==> src/rtl/mdu_pkg.sv <==
// Shared definitions for the multiply/divide unit:
// operation encodings and FSM state encoding.
package mdu_pkg;

    localparam logic [1:0] MDU_MULT  = 2'b00;
    localparam logic [1:0] MDU_MULTU = 2'b01;
    localparam logic [1:0] MDU_DIV   = 2'b10;
    localparam logic [1:0] MDU_DIVU  = 2'b11;

    typedef enum logic [1:0] {
        IDLE = 2'd0,
        CALC = 2'd1,
        FIX  = 2'd2
    } state_t;

endpackage

==> src/rtl/mdu.sv <==
// Iterative multiply/divide unit with HI/LO registers.
// 32 shift-add / restoring shift-subtract cycles plus one sign fix-up cycle.
module mdu
    import mdu_pkg::*;
(
    input  logic        clk,
    input  logic        rst_n,
    input  logic        start,
    input  logic [1:0]  op,
    input  logic [31:0] a,
    input  logic [31:0] b,
    input  logic        mthi,
    input  logic        mtlo,
    input  logic [31:0] wdata,
    input  logic        flush,
    output logic        busy,
    output logic        done,
    output logic [31:0] hi,
    output logic [31:0] lo
);

    state_t      state;
    state_t      state_nx;
    logic        load;
    logic        step;
    logic        fix;

    logic [5:0]  cnt;
    logic        div_q;
    logic        neg_p;
    logic        neg_r;
    logic [31:0] opnd;
    logic [31:0] acc_hi;
    logic [31:0] acc_lo;

    logic        is_signed;
    logic        is_div;
    logic        sa;
    logic        sb;
    logic [31:0] abs_a;
    logic [31:0] abs_b;

    logic [31:0] nin_hi;
    logic [31:0] nin_lo;
    logic        hi_cin;
    logic [31:0] neg_hi;
    logic [31:0] neg_lo;

    logic [32:0] add_sum;
    logic [32:0] shl;
    logic [32:0] sub_diff;

    assign is_signed = (op == MDU_MULT) || (op == MDU_DIV);
    assign is_div    = (op == MDU_DIV) || (op == MDU_DIVU);
    assign sa        = is_signed & a[31];
    assign sb        = is_signed & b[31];

    // One negator pair: takes |a|,|b| in IDLE, applies result sign in FIX.
    // For a 64-bit product the high half gets the borrow of the low half.
    assign nin_hi = (state == FIX) ? acc_hi : a;
    assign nin_lo = (state == FIX) ? acc_lo : b;
    assign hi_cin = (state == FIX) ? (div_q | (acc_lo == 32'd0)) : 1'b1;
    assign neg_hi = ~nin_hi + {31'd0, hi_cin};
    assign neg_lo = ~nin_lo + 32'd1;

    assign abs_a = sa ? neg_hi : a;
    assign abs_b = sb ? neg_lo : b;

    assign add_sum  = {1'b0, acc_hi} + {1'b0, opnd};
    assign shl      = {acc_hi, acc_lo[31]};
    assign sub_diff = shl - {1'b0, opnd};

    assign busy = (state != IDLE);

    always_ff @(posedge clk or negedge rst_n) begin
        if (!rst_n) begin
            state <= IDLE;
        end else begin
            state <= state_nx;
        end
    end

    always_comb begin
        state_nx = state;
        load     = 1'b0;
        step     = 1'b0;
        fix      = 1'b0;
        unique case (state)
            IDLE: begin
                if (start) begin
                    state_nx = CALC;
                    load     = 1'b1;
                end
            end
            CALC: begin
                step = 1'b1;
                if (cnt == 6'd31) begin
                    state_nx = FIX;
                end
            end
            FIX: begin
                fix      = 1'b1;
                state_nx = IDLE;
            end
            default: state_nx = IDLE;
        endcase
        if (flush) begin
            state_nx = IDLE;
            load     = 1'b0;
            step     = 1'b0;
            fix      = 1'b0;
        end
    end

    always_ff @(posedge clk or negedge rst_n) begin
        if (!rst_n) begin
            cnt    <= 6'd0;
            div_q  <= 1'b0;
            neg_p  <= 1'b0;
            neg_r  <= 1'b0;
            opnd   <= 32'd0;
            acc_hi <= 32'd0;
            acc_lo <= 32'd0;
            done   <= 1'b0;
            hi     <= 32'd0;
            lo     <= 32'd0;
        end else begin
            done <= 1'b0;
            if (load) begin
                cnt    <= 6'd0;
                div_q  <= is_div;
                neg_p  <= sa ^ sb;
                neg_r  <= sa;
                acc_hi <= 32'd0;
                opnd   <= is_div ? abs_b : abs_a;
                acc_lo <= is_div ? abs_a : abs_b;
            end else if (step) begin
                cnt <= cnt + 6'd1;
                if (div_q) begin
                    if (!sub_diff[32]) begin
                        acc_hi <= sub_diff[31:0];
                        acc_lo <= {acc_lo[30:0], 1'b1};
                    end else begin
                        acc_hi <= shl[31:0];
                        acc_lo <= {acc_lo[30:0], 1'b0};
                    end
                end else if (acc_lo[0]) begin
                    acc_hi <= add_sum[32:1];
                    acc_lo <= {add_sum[0], acc_lo[31:1]};
                end else begin
                    acc_hi <= {1'b0, acc_hi[31:1]};
                    acc_lo <= {acc_hi[0], acc_lo[31:1]};
                end
            end else if (fix) begin
                done <= 1'b1;
                if (div_q) begin
                    hi <= neg_r ? neg_hi : acc_hi;
                    // Zero divisor reports an all-ones quotient regardless of sign.
                    if (opnd == 32'd0) begin
                        lo <= 32'hFFFF_FFFF;
                    end else begin
                        lo <= neg_p ? neg_lo : acc_lo;
                    end
                end else begin
                    hi <= neg_p ? neg_hi : acc_hi;
                    lo <= neg_p ? neg_lo : acc_lo;
                end
            end else if (state == IDLE && !start) begin
                if (mthi) begin
                    hi <= wdata;
                end
                if (mtlo) begin
                    lo <= wdata;
                end
            end
        end
    end

endmodule

==> config.mk <==
export PLATFORM = sky130hd
export DESIGN_NAME = mdu
export DESIGN_NICKNAME = d
export VERILOG_FILES = /design/src/rtl/mdu_pkg.sv /design/src/rtl/mdu.sv
export SDC_FILE = /design/constraint.sdc
export NUM_CORES = 1
export LEC_CHECK = 0
export CORE_ASPECT_RATIO = 0.7
export CORE_MARGIN = 4
export CORE_UTILIZATION = 40
export DETAILED_ROUTE_END_ITERATION = 10
export SYNTH_ARGS = -nofsm -noshare
export SYNTH_HDL_FRONTEND = slang
export SYNTH_SLANG_ARGS = --single-unit
==> constraint.sdc <==
create_clock -name clk -period 4.6 [get_ports clk]
set_input_delay 0.46 -clock clk [delete_from_list [all_inputs] [get_ports clk]]
set_output_delay 0.46 -clock clk [all_outputs]
set_load 0.02 [all_outputs]
==> results.md <==
Status:
- The run finished with clean final reports.

Placement:
- Detailed placement ended at an HPWL of 55.8 mm.
- OpenSTA, run right after detailed placement, puts the worst setup slack at 0.160 ns.
- The count of input and output buffers is 169.
- The weighted congestion reported at the end of routability-driven placement is 0.979.

Die:
- For this configuration, the core starts out at a cell density of 0.407.
- The count of standard-cell rows is 64.
- The floorplan step defined a die boundary enclosing 48300 um2.
- In this run the count of I/O pins placed on the die edge is 170.
- The floorplan die width is 261 um.
- The die is 185 um tall.
- The placeable core region is 44000 um2.

Timing:
- The total count of hold-check failures in the final report is 0.
- The final period demand of the worst path is 4.38 ns.
- In the final timing run, aggregate negative setup slack is 0 ns.
- Derived from the worst setup path, the maximum achievable clock frequency is 0.228 GHz.
- Setup violations remaining at the end of the flow were counted as 0.
- Setup repair after global routing left no endpoint under its margin.
- The hold slack is 0.00394 ns.
- The max-slew violation count was 0.
- The slew at the pin closest to its max-slew limit is 1.13 ns.
- Across the routed clock network, the largest skew measured is 0.0122 ns.
- The worst slew slack as a fraction of its limit is 0.247.
- Dividing the final minimum period by the clock period gives 0.953.
- Setup slack on the critical path of the routed design comes to 0.218 ns.

Route:
- Dividing the detail-routed wire length by the instance count gives 24.2 um.
- The number of design-rule violations left by the first detailed-router iteration is 2404.
- The count of antenna-violating nets left after detailed routing is 0.
- The routed layout has 19.7k vias.
- For this run, the detailed router's first-pass iteration total came to 6.
- The ratio of routed vias to standard cells is 6.43.
- Wires add up to 74.3 mm.
- The number of remaining DRC errors is 0.

Layout:
- The share of cells above drive strength 1 is 0.0686.
- 0 antenna diodes ended up in the layout.
- The number of nets in the layout is 2640.
- The signed area change from the synthesized netlist to the final layout is 16.6%.

Critical path:
- The cell family contributing the most delay on the critical path is compound AO/OA/AOI/OAI gates.
- For this design, the slowest cell found on the critical path is sky130_fd_sc_hd__dfrtp_1.
- STA classifies the critical path startpoint as a flop.
- The maximum fanout along the worst path is 22.
- The required time at the worst-slack endpoint is 4.94 ns.
- The data arrival time at the worst-slack endpoint is 4.73 ns.
- The signal on the critical path passes through inv_1 > ha_1 > inv_1 > fa_1 > a211oi_1 > o21ai_0 > o21ai_1 > o21ai_1 > o21ai_1 > nand3_1 > nand2_1 > buf_4 > o21ai_0 > a221o_1.
- The combined buffer and inverter count along the critical path is 3.
- The most frequent cell on the critical path is sky130_fd_sc_hd__o21ai_1.
- STA classifies the critical path endpoint as a flop.
- In this design, the stage delay of the slowest critical-path cell is 0.53 ns.
- The critical path is of the flop to flop type.

Logic synthesis:
- The fraction of the yosys area taken by sequential cells is 0.240.
- The register bit total from synthesis is 172.
- The main flop type after synthesis is sky130_fd_sc_hd__dfrtp_1.
- A synthesized cell averages 7.48 um2.
- The count of flip-flops with a built-in enable after synthesis is 0.
- The share of flip-flops with an asynchronous set or reset after synthesis is 1.00.
- When the netlist entered floorplanning its net count stood at 2571.
- Counting distinct cell types in the post-synthesis netlist gives 90.
- In this run the cell area of the synthesized design comes to 17900 um2.
- The gate count after technology mapping is 2396.
- For this run, the number of Yosys warnings is 0.

Clock tree:
- The number of hold-repair buffers added at the cts stage is 0.
- The number of levels the H-tree was split into is 4.
- TritonCTS built the clock tree.
- The number of gates resized after CTS was 0.
- The number of clock sinks is 172.
- The number of clock buffers inserted by TritonCTS is 17.
- The clock tree root driver cell is sky130_fd_sc_hd__clkbuf_16.
- The maximum root-to-sink buffer count is 2.
- The clock insertion delay at the later pin of the skew report is 0.46 ns.
- Clock-pin slew was measured on the worst setup and hold paths at 0.08 ns.
- After clock tree synthesis, the setup repair step added 0 buffers.

Global routing:
- The number of antenna violations at the first check in global routing is 1.
- The total congestion overflow is 0.
- The first-pass GRT wire length is 112 mm.
- The overall fraction of global-route tracks in use is 0.299.
- The number of global-route vias before repair is 18.4k.
- For this run, global-route usage on met1 was measured as 0.443.
- For this run, global-route usage on met3 was measured as 0.0571.
- Entering global routing, the biggest net connects 104 pins.
- After global routing, the most crowded layer is met1.
- The routing usage on met2 is 0.438.

Power:
- Across the VDD grid, the largest voltage drop is 0.271 mV.
- The analysis attributes to cell leakage a power of 8.73 nW.
- The total power divided by cell area is 478 nW/um2.

Min path:
- The min-delay analysis places its worst path in the category input port to asynchronous set/reset pin.

Job:
- The max-capacitance violation count is 0.
## worst register-to-register path: cells and delay by family (launching register included)
family	cells	cell delay, ns
flops	1	0.53
simple gates	2	0.57
compound gates	7	1.92
buf+inv	3	0.57
fa+ha+maj	2	0.69
## through the flow
stage | cell area (um2) | util | power [mW] | std cells
floorplan | 17900 | - | 6.30 | 2396
global placement | 20300 | 0.461 | 8.20 | 3040
detailed placement | 20300 | 0.461 | 8.26 | 3040
CTS | 20900 | 0.475 | 9.86 | 3072
global route | 20900 | 0.475 | 10.6 | 3072
finish | 20900 | 0.475 | 9.98 | 3072
## cells in the mapped netlist (all sizes together) (19+ instances only)
| cell type | n | area [um2] |
|---|---|---|
| a211oi | 54 | 418 |
| a21o | 34 | 255 |
| a21oi | 195 | 976 |
| a22oi | 26 | 200 |
| a31oi | 46 | 288 |
| buf | 48 | 220 |
| clkbuf | 149 | 559 |
| dfrtp | 172 | 4300 |
| ha | 69 | 863 |
| inv | 80 | 300 |
| mux2i | 152 | 1520 |
| nand2 | 246 | 923 |
| nand2b | 24 | 150 |
| nand3 | 57 | 290 |
| nand4 | 29 | 196 |
| nor2 | 219 | 825 |
| nor2b | 20 | 125 |
| nor3 | 86 | 445 |
| o211ai | 57 | 428 |
| o21a | 19 | 143 |
| o21ai | 202 | 1010 |
| o22ai | 30 | 188 |
| o31ai | 19 | 143 |
| xnor2 | 43 | 377 |
| xor2 | 32 | 280 |
## worst paths after layout
path                       slack, ns                    from  depth (start not counted)                     end
max                             0.22  acc_lo[31]$_DFFE_PN0N_                         14  acc_hi[24]$_DFFE_PN0N_
max in group asynchronous       3.54                   rst_n                          2       lo[6]$_DFFE_PN0P_
min reg2reg                     0.49      cnt[5]$_DFFE_PN0N_                          1    state[1]$_DFFE_PN0P_
max reg2reg                     0.22  acc_lo[31]$_DFFE_PN0N_                         14  acc_hi[24]$_DFFE_PN0N_
min                            0.004                   rst_n                          1  acc_hi[27]$_DFFE_PN0N_
min in group clk                0.49      cnt[5]$_DFFE_PN0N_                          1    state[1]$_DFFE_PN0P_
## flip-flops by register name (all words and copies together), names as in the netlist
signal	count
lo	32
cnt	6
neg_p	1
state	2
done	1
acc_hi	32
neg_r	1
hi	32
div_q	1
acc_lo	32
opnd	32
## placed cells by master (no fill, tap or decap), drive strengths merged, types with 69 or more instances in the layout
| cell type | n |
|---|---|
| o21ai | 202 |
| ha | 69 |
| nor2 | 219 |
| nor3 | 86 |
| a21oi | 195 |
| inv | 86 |
| dfrtp | 172 |
| buf | 79 |
| clkdlybuf4s50 | 167 |
| mux2i | 152 |
| nand2 | 246 |
## power by group
| part | switching [mW] | internal (mW) | total (mW) |
|---|---|---|---|
| registers | 0.652 | 1.89 | 2.54 |
| clock network | 0.744 | 0.830 | 1.57 |
| logic | 3.53 | 2.34 | 5.87 |
## layer usage
| layer | up-vias | routed length (um) |
|---|---|---|
| li1 | 9061 | - |
| met1 | 9578 | 34300 |
| met2 | 969 | 31300 |
| met3 | 133 | 6320 |
| met4 | 2 | 2360 |
| met5 | - | 20 |
## logic make-up (layout without fill, tap and decap cells)
group	after synthesis	count (layout)	share of synthesized area
mux	168	168	0.0952
xor+xnor	75	75	0.0367
flops	172	172	0.240
buf+inv	278	360	0.0605
compound gates	847	847	0.310
simple gates	785	785	0.207
fa+ha+maj	71	71	0.0504
## cell type report
class,instances,area (um2)
Clock inverter,13,151
Clock buffer,19,443
Sequential cell,172,4310
Timing Repair Buffer,247,2350
Tap cell,594,743
Fill cell,4347,23100
Multi-Input combinational cell,1946,12600
Inverter,81,304
(Power assumes the default switching activity.)
